`src/rtl/reservation_station.sv`:
```
// Tomasulo-style reservation station: buffers issued instructions, snoops the CDB for
// pending operand tags, and dispatches the oldest ready entry to its functional unit.

module rs_slot #(
    parameter int DATA_W = 32,
    parameter int TAG_W  = 4,
    parameter int SEQ_W  = 3
) (
    input  logic              clk,
    input  logic              nRST,
    input  logic              alloc,
    input  logic              clear,
    input  logic [1:0]        new_op,
    input  logic [DATA_W-1:0] new_vj,
    input  logic [DATA_W-1:0] new_vk,
    input  logic [TAG_W-1:0]  new_qj,
    input  logic [TAG_W-1:0]  new_qk,
    input  logic [SEQ_W-1:0]  new_seq,
    input  logic              cdbValid,
    input  logic [TAG_W-1:0]  cdbTag,
    input  logic [DATA_W-1:0] cdbData,
    output logic              busy,
    output logic [1:0]        op,
    output logic [DATA_W-1:0] vj,
    output logic [DATA_W-1:0] vk,
    output logic [TAG_W-1:0]  qj,
    output logic [TAG_W-1:0]  qk,
    output logic [SEQ_W-1:0]  seq,
    output logic              ready
);
    logic hit_new_j, hit_new_k, hit_j, hit_k;

    // Tag 0 means "no producer" and must never match a broadcast.
    assign hit_new_j = cdbValid && (new_qj != '0) && (new_qj == cdbTag);
    assign hit_new_k = cdbValid && (new_qk != '0) && (new_qk == cdbTag);
    assign hit_j     = busy && cdbValid && (qj != '0) && (qj == cdbTag);
    assign hit_k     = busy && cdbValid && (qk != '0) && (qk == cdbTag);
    assign ready     = busy && (qj == '0) && (qk == '0);

    always_ff @(posedge clk) begin
        if (!nRST) begin
            busy <= 1'b0;
            op   <= '0;
            vj   <= '0;
            vk   <= '0;
            qj   <= '0;
            qk   <= '0;
            seq  <= '0;
        end else if (alloc) begin
            busy <= 1'b1;
            op   <= new_op;
            seq  <= new_seq;
            vj   <= hit_new_j ? cdbData : new_vj;
            qj   <= hit_new_j ? '0 : new_qj;
            vk   <= hit_new_k ? cdbData : new_vk;
            qk   <= hit_new_k ? '0 : new_qk;
        end else begin
            if (clear) busy <= 1'b0;
            if (hit_j) begin
                vj <= cdbData;
                qj <= '0;
            end
            if (hit_k) begin
                vk <= cdbData;
                qk <= '0;
            end
        end
    end
endmodule

module reservation_station #(
    parameter int ENTRIES  = 3,
    parameter int DATA_W   = 32,
    parameter int TAG_W    = 4,
    parameter int TAG_BASE = 1
) (
    input  logic              clk,
    input  logic              nRST,
    input  logic              EN,
    input  logic [1:0]        ALUop,
    input  logic [DATA_W-1:0] vj,
    input  logic [DATA_W-1:0] vk,
    input  logic [TAG_W-1:0]  qj,
    input  logic [TAG_W-1:0]  qk,
    output logic              isFull,
    output logic [TAG_W-1:0]  allocTag,
    input  logic              cdbValid,
    input  logic [TAG_W-1:0]  cdbTag,
    input  logic [DATA_W-1:0] cdbData,
    output logic              fuValid,
    input  logic              fuReady,
    output logic [1:0]        fuOp,
    output logic [DATA_W-1:0] fuVj,
    output logic [DATA_W-1:0] fuVk,
    output logic [TAG_W-1:0]  fuTag
);
    localparam int IDX_W = $clog2(ENTRIES);
    localparam int SEQ_W = $clog2(ENTRIES) + 1;

    logic [ENTRIES-1:0]             s_busy, s_ready;
    logic [ENTRIES-1:0][1:0]        s_op;
    logic [ENTRIES-1:0][DATA_W-1:0] s_vj, s_vk;
    logic [ENTRIES-1:0][TAG_W-1:0]  s_qj, s_qk;
    logic [ENTRIES-1:0][SEQ_W-1:0]  s_seq, s_age;
    logic [SEQ_W-1:0]               age_cnt;
    logic [IDX_W-1:0]               alloc_idx, sel;
    logic [SEQ_W-1:0]               best_age;
    logic                           do_alloc, have, fire;

    assign isFull   = &s_busy;
    assign do_alloc = EN && !isFull;
    assign fire     = have && fuReady;
    assign allocTag = TAG_W'(TAG_BASE) + (isFull ? '0 : TAG_W'(alloc_idx));

    always_comb begin
        alloc_idx = '0;
        for (int i = ENTRIES - 1; i >= 0; i--)
            if (!s_busy[i]) alloc_idx = IDX_W'(i);
    end

    // Distance back from the age counter; the largest distance is the oldest entry.
    always_comb begin
        have     = 1'b0;
        sel      = '0;
        best_age = '0;
        for (int i = 0; i < ENTRIES; i++) begin
            if (s_ready[i] && (!have || s_age[i] > best_age)) begin
                have     = 1'b1;
                sel      = IDX_W'(i);
                best_age = s_age[i];
            end
        end
    end

    always_comb begin
        fuValid = have;
        fuOp    = '0;
        fuVj    = '0;
        fuVk    = '0;
        fuTag   = '0;
        if (have) begin
            fuOp  = s_op[sel];
            fuVj  = s_vj[sel];
            fuVk  = s_vk[sel];
            fuTag = TAG_W'(TAG_BASE) + TAG_W'(sel);
        end
    end

    always_ff @(posedge clk) begin
        if (!nRST)         age_cnt <= '0;
        else if (do_alloc) age_cnt <= age_cnt + 1'b1;
    end

    for (genvar g = 0; g < ENTRIES; g++) begin : g_slot
        assign s_age[g] = age_cnt - s_seq[g];

        rs_slot #(.DATA_W(DATA_W), .TAG_W(TAG_W), .SEQ_W(SEQ_W)) u_slot (
            .clk      (clk),
            .nRST     (nRST),
            .alloc    (do_alloc && (alloc_idx == IDX_W'(g))),
            .clear    (fire && (sel == IDX_W'(g))),
            .new_op   (ALUop),
            .new_vj   (vj),
            .new_vk   (vk),
            .new_qj   (qj),
            .new_qk   (qk),
            .new_seq  (age_cnt),
            .cdbValid (cdbValid),
            .cdbTag   (cdbTag),
            .cdbData  (cdbData),
            .busy     (s_busy[g]),
            .op       (s_op[g]),
            .vj       (s_vj[g]),
            .vk       (s_vk[g]),
            .qj       (s_qj[g]),
            .qk       (s_qk[g]),
            .seq      (s_seq[g]),
            .ready    (s_ready[g])
        );
    end
endmodule

```
`config.mk`:
```
export PLATFORM = sky130hd
export DESIGN_NAME = reservation_station
export DESIGN_NICKNAME = d
export VERILOG_FILES = /design/src/rtl/reservation_station.sv
export SDC_FILE = /design/constraint.sdc
export NUM_CORES = 1
export LEC_CHECK = 0
export BUFFER_PORTS_ARGS = -buffer_cell sky130_fd_sc_hd__buf_2
export CAP_MARGIN = 20
export CORE_UTILIZATION = 45
export DETAILED_ROUTE_END_ITERATION = 8
export GPL_ROUTABILITY_DRIVEN = 0
export MAX_ROUTING_LAYER = met4
export REMOVE_ABC_BUFFERS = 1
export SLEW_MARGIN = 20
export SYNTH_ARGS = -nofsm -noshare
export SYNTH_HDL_FRONTEND = slang
export SYNTH_HIERARCHICAL = 1
export SYNTH_SLANG_ARGS = --single-unit
```
`constraint.sdc`:
```
create_clock -name clk -period 13 [get_ports clk]
set_input_delay 2.6 -clock clk [delete_from_list [all_inputs] [get_ports clk]]
set_output_delay 2.6 -clock clk [all_outputs]
set_load 0.005 [all_outputs]
```
### Word level (Yosys, flattened, before mapping)

Cells that the tools add are included.

| storage, ports and cells | value |
|---|---|
| register bits | 237 |
| latch bits | 0 |
| bits in writable memories | 0 |
| bits in read-only memories | 0 |
| bits of input ports | 115 |
| output and inout bits | 76 |
| word-level logic and storage cells | 164 |
| memories | 0 |

| cells by class | value |
|---|---|
| add/subtract/negate cells | 6 |
| multiply operators | 0 |
| div/mod/pow operators | 0 |
| $lt $le $gt $ge | 3 |
| eq/ne operators | 12 |
| shift-type cells | 0 |
| multiplexer cells | 55 |
| bitwise operators | 0 |
| reductions and logical operators | 66 |

Operators by type and width:

| cell | count |
|---|---|
| two-way mux 32 bit | 18 |
| binary-select mux 32 bit (select 2 bit) | 2 |
| two-way mux 4 bit | 14 |
| logical AND 1 bit | 35 |
| equality test 4 bit | 8 |
| nonzero test 4 bit | 8 |
| logical NOT 4 bit | 6 |
| nonzero test 2 bit | 9 |
| two-way mux 2 bit | 7 |
| two-way mux 1 bit | 10 |
| two-way mux 3 bit | 3 |
| subtractor 3 bit | 3 |
| adder 1 x 2 -> 3 bit (first input constant) | 2 |
| greater-than comparator 3 bit | 2 |
| binary-select mux 2 bit (select 2 bit) | 1 |
| equality test 2 x 1 -> 1 bit (second input constant) | 2 |
| equality test 2 bit (second input constant) | 2 |
| logical NOT 2 bit | 2 |
| adder 3 x 1 -> 3 bit (second input constant) | 1 |
| logical NOT 1 bit | 3 |
| < comparator 2 x 3 -> 1 bit (second input constant) | 1 |
| AND reduction 3 bit | 1 |
| logical OR 1 bit | 2 |

### Depth between registers and ports, before layout

Gate-level depths: netlist of run 1.

| depth | value |
|---|---|
| depth after elaboration | 16 |
| gate-level depth with buffers | 23 |

### Hierarchy

Netlist of run 1, hierarchy kept.

Modules (own cells, without submodules):

| module | times used | cells an instance | area each (um^2) | sequential area each (um^2) |
|---|---|---|---|---|
| rs_slot | 3 | 659 | 5888.1 | 1561.5 |
| reservation_station | 1 | 644 | 4142.7 | 60.1 |

### Worst setup path after synthesis of run 1

Ideal clock, no wire load.

| timing | value |
|---|---|
| path kind | register to output |
| start point | reg age_cnt[0] |
| end point | out fuVj[0] |
| data arrival time | 3.868 ns |
| setup slack | 6.532 ns |
| stages on the path, launching flop included | 22 |
| buffers on the path | 4 |
| cell sequence | dfxtp_1 -> inv_1 -> ha_1 -> inv_1 -> fa_1 -> xor2_1 -> xnor2_1 -> nand2_1 -> ha_1 -> and3_1 -> clkbuf_1 -> buf_2 -> a21oi_1 -> o21a_1 -> a32oi_1 -> ha_1 -> and3b_1 -> o211ai_2 -> o21ai_0 -> buf_2 -> clkbuf_1 -> a2bb2oi_1 |

| on the way | value |
|---|---|
| longest elaborated chain between the ends | 13 |
| elaborated cells on any way between the ends | 19 |
| classes of those cells | add/sub (3); order compare (2); mux (9); reduce/logical (5) |

RTL lines:

| element | RTL line | source |
|---|---|---|
| from (decl) | 105 | `logic [SEQ_W-1:0] age_cnt;` |
| from (signal assigned) | 151 | `else if (do_alloc) age_cnt <= age_cnt + 1'b1;` |
| subtractor 3 bit | 155 | `assign s_age[g] = age_cnt - s_seq[g];` |
| two-way mux 3 bit | 127 | `if (s_ready[i] && (!have \|\| s_age[i] > best_age)) begin` |
| greater-than comparator 3 bit | 127 |  |
| logical OR 1 bit | 127 |  |
| logical AND 1 bit | 127 |  |
| two-way mux 3 bit / two-way mux 1 bit (equally long branches) | 127 |  |
| greater-than comparator 3 bit / logical NOT 1 bit (equally long branches) | 127 |  |
| logical OR 1 bit | 127 |  |
| logical AND 1 bit | 127 |  |
| two-way mux 2 bit | 127 |  |
| binary-select mux 32 bit (select 2 bit) | 143 | `fuVj = s_vj[sel];` |
| two-way mux 32 bit (implied by the code) | 143 |  |
| two-way mux 32 bit (*) | 141 | `if (have) begin` |
| to (decl) | 93 | `output logic [DATA_W-1:0] fuVj,` |

Mark *: on every way between the ends. The rest lies on a longest branch, timed or not. The select of a mux whose other input is x is not followed.

### Worst setup path in the final report of run 1

| timing | value |
|---|---|
| start point | reg g_slot[0].u_slot.qk[0] |
| end point | out fuVj[7] |

| on the way | value |
|---|---|
| longest elaborated chain between the ends | 14 |
| elaborated cells on any way between the ends | 20 |
| classes of those cells | order compare (2); mux (10); reduce/logical (8) |

RTL lines:

| element | RTL line | source |
|---|---|---|
| from (decl) | 27 | `output logic [TAG_W-1:0] qk,` |
| from (signal assigned) | 56 | `qk <= hit_new_k ? '0 : new_qk;` |
| logical NOT 4 bit (*) | 38 | `assign ready = busy && (qj == '0) && (qk == '0);` |
| logical AND 1 bit (*) | 38 |  |
| via s_ready[0] | 100 | `logic [ENTRIES-1:0] s_busy, s_ready;` |
| two-way mux 3 bit / two-way mux 1 bit (equally long branches) | 127 |  |
| greater-than comparator 3 bit / logical NOT 1 bit (equally long branches) | 127 |  |
| logical OR 1 bit | 127 |  |
| logical AND 1 bit | 127 |  |
| two-way mux 3 bit / two-way mux 1 bit (equally long branches) | 127 |  |
| greater-than comparator 3 bit / logical NOT 1 bit (equally long branches) | 127 |  |
| logical OR 1 bit | 127 |  |
| logical AND 1 bit | 127 |  |
| two-way mux 2 bit | 127 |  |
| binary-select mux 32 bit (select 2 bit) | 143 |  |
| two-way mux 32 bit (implied by the code) | 143 |  |
| two-way mux 32 bit (*) | 141 |  |

Mark *: on every way through the listed nets, which the timed path passes. The rest lies on a longest branch. The select of a mux whose other input is x is not followed.

==> results.yml, run 1 <==
setup_path:
  crit_fanout: 77
  cp.required_ns: 10.40
  critPathKind: "reg -> out"
  cp-start-kind: "flip-flop"
  crit_arrival_ns: 6.13
  end_kind: "primary output"
  r2r_setup_slack_ns: 7.19
sta:
  slew_violations: 0
  max_slew_margin_pct: 18.4
  fmax_mhz: 115
  tightest_slew_ns: 1.22
  final.setup_skew_ns: 0.0201
  rsz0062_at_grt: "no"
  fin_setup_tns_ns: 0
  setup_viol: 0
  fin_ws_ns: 4.27
  finalHoldViolations: 0
  min_period_over_period_pct: 67.2
  post-route-min-period_ns: 8.73
synth:
  synthTopCellsByCount: "and2_1 (263), a211oi_1 (242), dfxtp_1 (237)"
  synthDominantCellAreaShare_pct: 21.8
  synth_edf_count: 0
  yosysSeqAreaShare_pct: 21.8
  ys_types: 48
  yosys_warnings: 6
  synth_area_um2: 21800
  ys_ff_latch: 237
  yosys.area.top_type: "dfxtp_1"
  synth.avg_cell_area_um2: 8.32
  synth_most_common_cell: "and2_1"
  async_reset_ff_share_pct: 0
  syn_inst: 2621
  synthFlopType: "dfxtp_1"
  synth.area.top_cells: "dfxtp_1 (22%), mux2i_1 (9.5%), a211oi_1 (8.3%)"
power_and_ir_drop:
  p_leak_nw: 7.29
  ir_worst_vdd_uv: 89.2
  powerDensity_nw_per_um2: 105
  comb_power_share_pct: 32.2
  switching_share_pct: 38.8
  p_int_w: 0.00152
  pwr-share-seq_pct: 32.6
  p_switching_w: 0.000960
  clock_power_share_pct: 35.1
floorplan:
  start_util_pct: 45.7
  die_height_um: 222
  die_w_um: 222
  rows: 80
  die-area_um2: 49300
  top_level_ports: 191
  core-area_um2: 47700
clock_network:
  clk_latency_ns: 0.60
  cts_hold_buf: 0
  cts_tree: "yes"
  cts_buffer_depth: 3
  post_cts_buffers: 0
  cts_made_buffers: 30
  clk_pin_slew_ns: 0.06
  htree_levels: 1
  root_buffer: "clkbuf_16"
  cts_sinks: 237
  post_cts_resized: 0
run_status:
  outcome: "complete, but fails checks"
  violations: "design-rule violations"
detailed_routing:
  drt_pass1_iterations: 9
  wirelength_um: 96000
  drc: 28
  first_iter_violations: 3425
  post_drt_via_cell_ratio: 7.34
  ant_nets: 0
  vias: 23700
  wl_per_cell_um: 29.7
placement:
  place_hpwl_um: 52700
  portBuffers: 187
  pre_cts_slack_ns: 5.00
grt:
  grt_usage_pct: 38.3
  grt_pass1_vias: 22700
  grt_pass1_wl_um: 142000
  grt_max_degree: 177
  antenna_found_initial: 3
  grt-ovfl-total: 0
final_layout:
  finalNetCount: 2718
  layout-drive-gt1-share_pct: 16.6
  fillCellCount: 4548
  area_growth_pct: 7.99
min_path:
  hold_path_class: "reg -> reg"
job:
  maxCapViolations: 0
## worst paths after layout
check	from	to	cells past startpoint
worst max-delay path	g_slot[0].u_slot/qk[0]	fuVj[7]	16
worst min-delay path	g_slot[2].u_slot/seq[1]	g_slot[2].u_slot/seq[1]	2
worst max register to register	g_slot[0].u_slot/qk[0]	g_slot[1].u_slot/busy	17
worst min register to register	g_slot[2].u_slot/seq[1]	g_slot[2].u_slot/seq[1]	2
## registers in the layout (all words and copies together) (netlist names)
name and flops:
g_slot.u_slot/op 6, g_slot.u_slot/vj 96, g_slot.u_slot/busy 3, age_cnt 3
g_slot.u_slot/vk 96, g_slot.u_slot/qk 12, g_slot.u_slot/qj 12, g_slot.u_slot/seq 9
## layer usage
metal	part of all wire, %	track usage, %
met1	39	48.1
met2	44	57.4
met3	12	8.03
met4	5.4	20.5
met5	0	-
## power by group through the flow
| stage | combinational, W | sequential [W] | clock (W) |
|---|---|---|---|
| 2_1_floorplan | 0.000464 | 0.000810 | 0 |
| 5_1_grt | 0.000826 | 0.000811 | 0.000896 |
| 3_5_place_dp | 0.000764 | 0.000821 | 0 |
| 3_3_place_gp | 0.000750 | 0.000818 | 0 |
| 4_1_cts | 0.000767 | 0.000805 | 0.000869 |
| 6_report | 0.000798 | 0.000807 | 0.000870 |
## cell type report
class                           count  area [um2]  area share [%]
Multi-Input combinational cell   2005       15400            65.4
Sequential cell                   237        4740            20.1
Timing Repair Buffer              248        1410            5.97
Clock buffer                       42         866            3.68
Tap cell                          615         769            3.27
Inverter                           67         253            1.07
Clock inverter                     10         111           0.473
Antenna cell                        3        7.51          0.0319
## metrics by stage
step | std cells | hold slack (ns) | util (%) | total power [W] | area, um2
6_report | 3227 | 0.497 | 49.3 | 0.00248 | 23500
5_1_grt | 3227 | 0.514 | 49.3 | 0.00253 | 23500
4_1_cts | 3224 | 0.499 | 49.3 | 0.00244 | 23500
3_5_place_dp | 3172 | 0.485 | 47.3 | 0.00158 | 22600
3_3_place_gp | 3172 | 0.477 | 47.3 | 0.00157 | 22600
2_1_floorplan | 2309 | 0.460 | - | 0.00127 | 20200
## layout by cell type (no fill, tap or decap), types with 11 or more instances in the layout
cell / n
nor4_4: 12
xor2_1: 18
o211ai_1: 66
xnor2_1: 23
dfxtp_1: 237
o21a_1: 25
a21oi_1: 197
a311oi_2: 78
a222oi_1: 65
a211oi_1: 242
inv_1: 60
nand2_1: 85
nor3b_1: 192
ha_1: 11
nand3_1: 135
nor2_1: 26
clkbuf_16: 30
and2_1: 261
mux2i_1: 207
buf_2: 187
a311oi_1: 115
buf_4: 60
nor2b_1: 96
a2bb2oi_1: 65
## critical path, stage by stage (launching register included)
cell and delay, ns:
dfxtp_1 0.35, nor3_1 0.42, and4_2 0.30, buf_4 0.71
inv_1 0.21, nor2_1 0.21, ha_1 0.20, and3b_1 0.23
o211ai_1 0.37, a32oi_1 0.20, ha_1 0.40, and3b_1 0.21
o211ai_2 0.17, nand2_2 0.59, buf_4 0.52, a2bb2oi_1 0.23
buf_2 0.15
## cell families (layout without fill, tap and decap cells)
| group | count (synthesis) | after routing | synth area share [%] |
|---|---|---|---|
| fa+ha+maj | 14 | 14 | 0.907 |
| xor+xnor | 50 | 50 | 2.21 |
| mux | 207 | 207 | 9.50 |
| simple gates | 853 | 853 | 24.4 |
| compound gates | 878 | 878 | 32.6 |
| flops | 237 | 237 | 21.8 |
| other cells | 1 | 6 | 0.0172 |
| buf+inv | 381 | 367 | 8.64 |
No activity file was read; power rests on OpenSTA's default activity.
==> run 2, diff against run 1 <==
--- a/config.mk
+++ b/config.mk
@@ -5,6 +5,7 @@
 export SDC_FILE = /design/constraint.sdc
 export NUM_CORES = 1
 export LEC_CHECK = 0
+export ABC_AREA = 1
 export BUFFER_PORTS_ARGS = -buffer_cell sky130_fd_sc_hd__buf_2
 export CAP_MARGIN = 20
 export CORE_UTILIZATION = 45
==> constraint.sdc (replaced) <==
create_clock -name clk -period 8.9 [get_ports clk]
set_input_delay 1.78 -clock clk [delete_from_list [all_inputs] [get_ports clk]]
set_output_delay 1.78 -clock clk [all_outputs]
set_load 0.005 [all_outputs]
==> run 2 against run 1 <==
Net effect: highest routed layer unchanged; final area decreased by 22%; the run now ends clean; power increased by 23%; critical endpoint is now fuVj[4]; wire length decreased by 35%; first-iteration DRC count decreased by 49%; global-route usage decreased by 5.3 points; sequential power increased by 45%; combinational power decreased by 11%; flip-flop and latch count unchanged; synthesized cell count increased by 6.5%; via count decreased by 22%; final cell count increased by 2.7%; register-to-register slack got worse by 3.6 ns.
==> results.yml, run 2 <==
synth:
  ys_types: 31
  yosys.area.top_type: "dfxtp_1"
  ys_ff_latch: 237
  async_reset_ff_share_pct: 0
  synthFlopType: "dfxtp_1"
  synthTopCellsByCount: "nand2_1 (668), nor2_1 (501), nand3_1 (396)"
  syn_inst: 2792
  synth_edf_count: 0
  synth.avg_cell_area_um2: 5.99
  synth_most_common_cell: "nand2_1"
  synthDominantCellAreaShare_pct: 28.4
  yosysSeqAreaShare_pct: 28.4
  synth_area_um2: 16700
  synth.area.top_cells: "dfxtp_1 (28%), nand2_1 (15%), nand3_1 (12%)"
  yosys_warnings: 6
clock_network:
  cts_sinks: 237
  cts_hold_buf: 0
  clk_pin_slew_ns: 0.06
  cts_made_buffers: 29
  clk_latency_ns: 0.56
  post_cts_resized: 0
  post_cts_buffers: 0
  root_buffer: "clkbuf_16"
  htree_levels: 1
  cts_buffer_depth: 3
  cts_tree: "yes"
placement:
  dpl-instance-area_um2: 17400
  portBuffers: 187
  place_hpwl_um: 32800
  dpl.cell_count: 3260
grt:
  top_usage_layer: "met2"
  met3_usage_pct: 3.35
  grt_max_degree: 140
  grt_pass1_vias: 17300
  grt_pass1_wl_um: 96200
  met2_usage_pct: 53.7
  antenna_found_initial: 1
  met1_usage_pct: 42.7
  grt-ovfl-total: 0
  grt_usage_pct: 33.0
power_and_ir_drop:
  powerDensity_nw_per_um2: 166
  p_leak_nw: 9.13
  ir_worst_vdd_uv: 141
sta:
  whs_ns: 0.503
  post-route-min-period_ns: 7.83
  tightest_slew_ns: 1.16
  rsz0062_at_grt: "no"
  finalHoldViolations: 0
  fin_setup_tns_ns: 0
  max_slew_margin_pct: 22.1
  slew_violations: 0
  setup_viol: 0
  final.setup_skew_ns: 0.0128
  fmax_mhz: 128
  min_period_over_period_pct: 88.0
final_layout:
  design_area_um2: 18300
  final_common_cell: "nand2_1"
  layout-drive-gt1-share_pct: 12.5
  stdcell_count: 3313
  finalNetCount: 2954
  fillCellCount: 3913
  area_growth_pct: 9.54
  final_cell_mix: "nand2_1 (668), nor2_1 (500), nand3_1 (393)"
  largest_registers: "g_slot.u_slot/vj x96, g_slot.u_slot/vk x96"
setup_path:
  path_common_cell: "nand2_1"
  slowest_delay_ns: 0.79
  end_kind: "primary output"
  cp_slowest_cell: "buf_4"
  crit_fanout: 76
  critPathKind: "reg -> out"
  r2r_setup_slack_ns: 3.59
  cp.required_ns: 7.12
  rr_endpoint: "g_slot[1].u_slot/busy"
  cp-start-kind: "flip-flop"
  reg2reg_from: "age_cnt[0]"
  worstRegToRegCells: 24
  crit_arrival_ns: 6.05
floorplan:
  die_height_um: 195
  top_level_ports: 191
  core-area_um2: 36600
  rows: 70
  die_w_um: 195
  start_util_pct: 45.7
  die-area_um2: 38000
detailed_routing:
  drt_pass1_iterations: 5
  ant_nets: 0
  post_drt_via_cell_ratio: 5.57
  first_iter_violations: 1739
  drc: 0
  vias: 18500
  wirelength_um: 62100
  wl_per_cell_um: 18.7
min_path:
  worstHoldStart: "g_slot[2].u_slot/op[0]"
  hold_path_depth: 2
  whs_endpoint: "g_slot[2].u_slot/op[0]"
  hold_path_class: "reg -> reg"
job:
  maxCapViolations: 0
run_status:
  outcome: "finished, final reports clean"
-- run 2: worst max-delay path by stage --
| stage | from | to | slack [ns] | cells after the start |
|---|---|---|---|---|
| final | age_cnt[0] | fuVj[4] | 1.07 | 25 |
| after global routing | age_cnt[0] | fuVj[4] | 0.63 | 25 |
| after CTS | age_cnt[0] | fuVj[4] | 1.17 | 25 |
| after detailed placement | age_cnt[0] | fuVj[4] | 1.73 | 25 |
| after global placement | age_cnt[0] | fuVj[4] | 1.79 | 25 |
| after floorplan | EN | g_slot[0].u_slot/vj[0] | -5.33 | 7 |
-- run 2: cells by family after synthesis --
logic type	after synthesis	share of synthesized area, %
compound gates	271	9.25
simple gates	1785	48.0
other cells	1	0.0224
xor+xnor	11	0.576
buf+inv	473	12.7
fa+ha+maj	14	1.18
flops	237	28.4
-- run 2: report_power, final --
part           internal, W  switching [W]
combinational     0.000244       0.000463
clock             0.000677       0.000487
sequential         0.00113      0.0000369
total              0.00205       0.000987
-- run 2: through the flow --
stage / util [%] / power, W / setup WS (ns)
CTS: 49.9 / 0.00304 / 1.17
floorplan: - / 0.00164 / -5.33
global route: 50.1 / 0.00318 / 0.632
detailed placement: 47.5 / 0.00188 / 1.73
global placement: 47.5 / 0.00188 / 1.79
finish: 50.1 / 0.00304 / 1.07
-- run 2: worst max-delay path, delay by kind of cell, from the launching register on --
family | cells | cell delay [ns]
and+or+nand+nor | 12 | 2.02
buffers and inverters | 5 | 1.22
adders and majority gates | 4 | 1.14
AOI/OAI and AO/OA | 4 | 0.64
DFF | 1 | 0.34
-- run 2: final cells by class --
type	instances	area (um2)	area share [%]
Multi-Input combinational cell	2084	9930	54.2
Sequential cell	237	4740	25.9
Timing Repair Buffer	213	1190	6.48
Inverter	260	976	5.32
Clock buffer	40	797	4.35
Tap cell	468	586	3.19
Clock inverter	10	104	0.567
Antenna cell	1	2.50	0.0137
-- run 2: layer usage --
layer | part of all wire, % | vias up
met5 | 0 | -
met4 | 3.2 | 0
met3 | 8.1 | 127
met2 | 45 | 850
met1 | 44 | 8559
li1 | - | 8918
